$ cat config.mk
export PLATFORM = sky130hd
export DESIGN_NAME = irq_daisy_controller
export DESIGN_NICKNAME = d
export VERILOG_FILES = /design/src/rtl/irq_daisy_controller.sv
export SDC_FILE = /design/constraint.sdc
export NUM_CORES = 1
export LEC_CHECK = 0
export ABC_AREA = 0
export CORE_ASPECT_RATIO = 1.75
export CORE_MARGIN = 2
export CORE_UTILIZATION = 39
export CTS_BUF_LIST = sky130_fd_sc_hd__clkbuf_2
export DETAILED_ROUTE_END_ITERATION = 16
export GPL_ROUTABILITY_DRIVEN = 1
export PLACE_DENSITY = 0.82
export SYNTH_ARGS = -nofsm -noshare
export SYNTH_HDL_FRONTEND = slang
export SYNTH_SLANG_ARGS = --single-unit
$ cat constraint.sdc
create_clock -name clk_i -period 3.3 [get_ports clk_i]
set_input_delay 0.66 -clock clk_i [delete_from_list [all_inputs] [get_ports clk_i]]
set_output_delay 0.66 -clock clk_i [all_outputs]
set_load 0.1 [all_outputs]
$ cat src/rtl/irq_daisy_controller.sv
// Fixed-priority daisy-chain interrupt controller: N edge/level sources,
// mie masking, single interrupt in service, one-hot acknowledge on return.
module irq_daisy_controller #(
   parameter int               N_IRQ      = 16,
   parameter logic [N_IRQ-1:0] EDGE_MASK  = '0,
   parameter logic [31:0]      CAUSE_BASE = 32'h8000_0010
) (
   input  logic             clk_i,
   input  logic             rst_i,
   input  logic [N_IRQ-1:0] irq_req_i,
   input  logic [N_IRQ-1:0] mie_i,
   input  logic             exception_i,
   input  logic             mret_i,
   output logic             irq_o,
   output logic [31:0]      irq_cause_o,
   output logic [N_IRQ-1:0] irq_ret_o,
   output logic [N_IRQ-1:0] pending_o
);

   typedef enum logic [1:0] {IDLE, BUSY, RET} state_t;

   state_t             state_q, state_d;
   logic [N_IRQ-1:0]   req_q, req_d;
   logic [N_IRQ-1:0]   pend_q, pend_d;
   logic [N_IRQ-1:0]   svc_q, svc_d;
   logic [31:0]        cause_q, cause_d;

   logic [N_IRQ-1:0]   eligible;
   logic [N_IRQ-1:0]   grant;
   logic [31:0]        grant_idx;
   logic [N_IRQ-1:0]   rise;
   logic [N_IRQ-1:0]   clr;
   logic               rdy;

   // Edge sources report their latched bit, level sources the live line.
   assign pending_o = (pend_q & EDGE_MASK) | (irq_req_i & ~EDGE_MASK);
   assign eligible  = pending_o & mie_i;
   assign rise      = irq_req_i & ~req_q & EDGE_MASK;
   assign req_d     = irq_req_i;

   always_comb begin
      grant     = '0;
      grant_idx = '0;
      rdy       = 1'b1;
      for (int i = 0; i < N_IRQ; i++) begin
         grant[i] = eligible[i] & rdy;
         rdy      = rdy & ~eligible[i];
         if (grant[i]) grant_idx = 32'(i);
      end
   end

   always_comb begin
      state_d     = state_q;
      svc_d       = svc_q;
      cause_d     = cause_q;
      clr         = '0;
      irq_o       = 1'b0;
      irq_cause_o = '0;
      irq_ret_o   = '0;
      case (state_q)
         IDLE: begin
            irq_o = (|eligible) & ~exception_i;
            if (irq_o) begin
               irq_cause_o = CAUSE_BASE + grant_idx;
               svc_d       = grant;
               cause_d     = irq_cause_o;
               state_d     = BUSY;
            end
         end
         BUSY: begin
            irq_cause_o = cause_q;
            if (mret_i) begin
               clr     = svc_q;
               state_d = RET;
            end
         end
         RET: begin
            irq_cause_o = cause_q;
            irq_ret_o   = svc_q;
            state_d     = IDLE;
         end
         default: state_d = IDLE;
      endcase
      // A new edge arriving with mret wins over the clear.
      pend_d = ((pend_q & ~clr) | rise) & EDGE_MASK;
   end

   always_ff @(posedge clk_i) begin
      if (rst_i) begin
         state_q <= IDLE;
         req_q   <= '0;
         pend_q  <= '0;
         svc_q   <= '0;
         cause_q <= '0;
      end else begin
         state_q <= state_d;
         req_q   <= req_d;
         pend_q  <= pend_d;
         svc_q   <= svc_d;
         cause_q <= cause_d;
      end
   end

endmodule

---- Word level (Yosys, flattened, before mapping) ----
Cells that the tools add are included.
operators by class
  add/sub/neg operators ................... 1
  multiply operators ...................... 0
  divide/modulo/power cells ............... 0
  order comparisons ....................... 0
  eq/ne operators ......................... 4
  shift operators ......................... 0
  multiplexer cells ....................... 22
  bitwise logic cells ..................... 47
  reductions and logical operators ........ 5
operators by type and width
  cell                                                                    count
  32-bit two-way mux                                                      6
  32-bit case mux with 2 select lines                                     1
  32-bit adder (first input constant)                                     1
  1-bit bitwise AND                                                       30
  16-bit bitwise AND                                                      1
  16-bit two-way mux                                                      1
  1-bit NOT                                                               16
  16-bit OR reduction                                                     1
  3-bit two-way mux                                                       4
  4-bit two-way mux                                                       3
  2-bit two-way mux                                                       4
  2-bit != test (second input constant)                                   2
  2-bit case mux with 2 select lines                                      1
  2-bit AND reduction                                                     2
  2-bit by 1-bit equality test with 1-bit output (second input constant)  1
  2-bit equality test (second input constant)                             1
  2-bit logical NOT                                                       1
  1-bit two-way mux                                                       2
  2-bit OR reduction                                                      1
storage, ports and cells
  flip-flop bits (word level) ............. 50
  bits in latches ......................... 0
  bits in writable memories ............... 0
  bits in read-only memories .............. 0
  input port bits ......................... 36
  output and inout bits ................... 65
  memories ................................ 0

---- Longest topological paths before layout ----
  word-level depth ........................ 21
  gate-level depth with buffers ........... 8

---- Least setup slack after synthesis ----
Ideal clock, no wire load.
  path kind ............................... input port to output port
  start point ............................. input port irq_req_i[4]
  end point ............................... output port irq_cause_o[0]
  data arrival time ....................... 4.214 ns
  required time ........................... 2.640 ns
  slack ................................... -1.574 ns
  cell stages on the path ................. 5
  cells stage by stage .................... a222oi_1 > nand3_2 > nor2_1 > nor3_1 > a311oi_1
on the way
  cells in the longest elaborated chain, start to end .. 18
RTL lines
  element                                                         line    source
  from (decl)                                                     10      input logic [N_IRQ-1:0] irq_req_i,
  16-bit bitwise AND (*)                                          37      assign eligible = pending_o & mie_i;
  1-bit NOT                                                       47      rdy = rdy & ~eligible[i];
  1-bit bitwise AND                                               47
  1-bit bitwise AND (on tied branches)                            46, 47
  3-bit two-way mux, or another cell as far along (3 in series)   48      if (grant[i]) grant_idx = 32'(i);
  4-bit two-way mux, or another cell as far along (3 in series)   48
  32-bit two-way mux, or another cell as far along (3 in series)  48
  32-bit two-way mux or 1-bit bitwise AND (tied branches)         48, 46
  32-bit two-way mux                                              48
  32-bit adder                                                    64      irq_cause_o = CAUSE_BASE + grant_idx;
  32-bit two-way mux (*)                                          63      if (irq_o) begin
  32-bit case mux with 2 select lines (*)                         60      case (state_q)
  to (decl)                                                       15      output logic [31:0] irq_cause_o,
Every way passes the cells marked *; elsewhere a longest branch is shown, timed or not.

---- Worst setup path in the final report ----
  start point ............................. input port mie_i[6]
  end point ............................... output port irq_cause_o[1]
on the way
  cells in the longest elaborated chain, start to end .. 16
RTL lines
  element                                                         line    source
  from (decl)                                                     11      input logic [N_IRQ-1:0] mie_i,
  16-bit bitwise AND (*)                                          37
  1-bit NOT                                                       47
  1-bit bitwise AND                                               47
  1-bit bitwise AND (on tied branches)                            46, 47
  3-bit two-way mux, or another cell as far along                 48
  4-bit two-way mux, or another cell as far along (3 in series)   48
  32-bit two-way mux, or another cell as far along (3 in series)  48
  32-bit two-way mux or 1-bit bitwise AND (tied branches)         48, 46
  32-bit two-way mux                                              48
  32-bit adder                                                    64
  32-bit two-way mux (*)                                          63
  32-bit case mux with 2 select lines (*)                         60
Marked as above.

==> reports/qor.csv <==
metric,value,unit
powerDensity,379,nW/um^2
clkSinkCount,23,
core_area,4320,um^2
num_vias,1821,
die_height,92.1,um
crit_path_end_kind,output pin,
antenna_found_initial,0,
final.setup.worst_slack,-6.28,ps
cap_violations,0,
synthFlopType,dfxtp_1,
synthDistinctLibCells,34,
dieArea,5010,um^2
drtIter0Drc,43,
fin_crit,3310,ps
violations,setup timing,
die_x,54.4,um
port_buffers,74,
ctsRootBufferMaster,clkbuf_2,
path_max_fanout,3,
ys_seq_area_share,26.6,%
vias_per_cell,4.93,
outcome,"complete, but fails checks",
grt_pass1_wl,7.35,mm
areaGrowthSynthToFinish,54.8,%
clk-insertion-delay-late,340,ps
required,2640,ps
hold_class,register to register,
numCtsBuffers,3,
final_max_slew_viol_count,0,
min_period_over_period,100,%
remaining_drc_errors,0,
fin_tns_setup,-11.0,ps
drt-total-wl,4.85,mm
crit_arrival,2650,ps
antenna_cells,0,
p_leak,1.13,nW
syn_inst,229,
nets,360,
grt_use_total,19.4,%
grt_max_degree,32,
cts.path.max_buffers,2,
syn_area,1730,um^2
finalSetupViolations,2,
grt_overflow,0,
yosys.area.top_type_share,26.6,%
grt_pass1_vias,1649,
startpoint_type,primary input,
htreeDepth,1,
dpl.hpwl,3.78,mm
drive_above_1_share,34.0,%
hold_violations,0,
cts_tree,done,
clk_pin_slew,200,ps
fmax,302,MHz
route.detailed.wl_per_inst,13.2,um
gp_congestion,0.822,
num_io_pins,101,
ys_ff_latch,23,
rsz0062_at_grt,true,
first_pass_iters,4,
hold_ws,462,ps
async_reset_ff_share,0,%
start_util,40.0,%
cts_hold_buf,0,
ys_warn_count,0,
row_count,32,
finalClockSkew,14.2,ps
syn_area_per_cell,7.56,um^2
drtAntennaViolNets,0,
synthTopCellsByArea,"dfxtp_1, buf_4, nand2_1, a21oi_1, and2_1",
worst-setup-path-type,primary input to output pin,
synth_edf_count,0,
yosys.area.top_type,dfxtp_1,
vdd_drop_max,376,uV
==> state kept, by name, indices dropped and copies added, names as in the netlist <==
signal,cells
svc_q,16
cause_q,5
state_q,2
==> cells in the mapped netlist (all sizes together) (2+ instances only) <==
cell type and instances:
a311oi 4, clkbuf 3, inv 4, a211oi 2
or2 2, nand3 8, or3 8, nand4 5
a22oi 5, dfxtp 23, ha 5, o21ai 4
nor2 7, nand2 42, or4 3, nor2b 2
a21oi 26, o31ai 2, and2 16, buf 47
nand2b 3, a222oi 2
==> kinds of logic (layout without fill, tap and decap cells) <==
| kind of cell | Yosys count | after routing | synth area share, % |
|---|---|---|---|
| multiplexers | 1 | 1 | 0.578 |
| AO/OA/AOI/OAI | 46 | 46 | 17.6 |
| adder cells (fa/ha/maj) | 5 | 5 | 3.62 |
| other | 1 | 26 | 0.217 |
| AND/OR/NAND/NOR | 99 | 99 | 28.9 |
| flip-flops | 23 | 23 | 26.6 |
| buffers and inverters | 54 | 118 | 22.6 |
==> metrics by stage <==
| stage | utilization, % | setup WS (ps) | instances | area [um^2] | total power [mW] |
|---|---|---|---|---|---|
| 2_1_floorplan | - | -227 | 254 | 1890 | 0.755 |
| 3_3_place_gp | 58.7 | -113 | 360 | 2540 | 0.877 |
| 3_5_place_dp | 58.7 | -254 | 360 | 2540 | 0.884 |
| 4_1_cts | 60.5 | 0.278 | 367 | 2620 | 1.00 |
| 5_1_grt | 62.0 | -88.4 | 369 | 2680 | 1.05 |
| 6_report | 62.0 | -6.28 | 369 | 2680 | 1.01 |
==> cells in the final DEF (no fill, tap or decap), types with 3 or more instances in the layout <==
cell	count
buf_4	67
nand2_1	41
conb_1	26
clkdlybuf4s50_1	25
dfxtp_1	23
a21oi_1	22
and2_1	16
dlygate4sd2_1	9
or3_1	7
buf_12	7
nand3_1	6
nand4_1	5
ha_1	5
a22oi_2	4
nor2_1	4
nand2b_1	3
or4_1	3
clkbuf_2	3
==> cell type report <==
class	instances	area, um^2
fillers	401	1650
multi-input cells	177	1130
repair buffers	110	993
flip-flops and latches	23	460
well taps	51	63.8
clock buffers	3	15.0
inverters	4	15.0
clock inverters	1	5.00
==> routing by layer <==
metal  wire [um]  vias up  GRT usage [%]  part of all wire, %
met4         120        0           7.92                  2.5
met3         234        9          0.489                  4.8
li1            -      899              -                    -
met5           0        -              0                    0
met1        1680      837           20.8                   35
met2        2820       76           36.8                   58
==> worst paths after layout <==
check / depth (start not counted) / to / start / slack [ps]
setup reg to reg: 8 / svc_q[15]$_SDFFE_PP0P_ / state_q[1]$_SDFFE_PP0P_ / 1110
hold / removal: 2 / svc_q[13]$_SDFFE_PP0P_ / svc_q[13]$_SDFFE_PP0P_ / 460
setup / recovery: 8 / irq_cause_o[1] / mie_i[6] / -6
hold reg to reg: 2 / svc_q[13]$_SDFFE_PP0P_ / svc_q[13]$_SDFFE_PP0P_ / 460
==> critical path, stage by stage <==
cell	delay [ps]
clkdlybuf4s50_1	420
a222oi_1	280
buf_4	190
a21oi_1	70
a211oi_4	340
nor2_4	90
a311oi_4	380
buf_12	220
==> what timing repair did <==
action                                  CTS  global route
resized for setup                        22            11
endpoints found under the setup margin    4             3
pin swaps                                10             9
setup buffers                             3             2
==> power by group <==
group	internal [mW]	total [mW]	switching [mW]	leakage (nW)
combinational	0.173	0.603	0.430	0.931
sequential	0.290	0.298	0.00851	0.187
clock	0.0275	0.113	0.0856	0.0164
No activity file was read; power rests on OpenSTA's default activity.
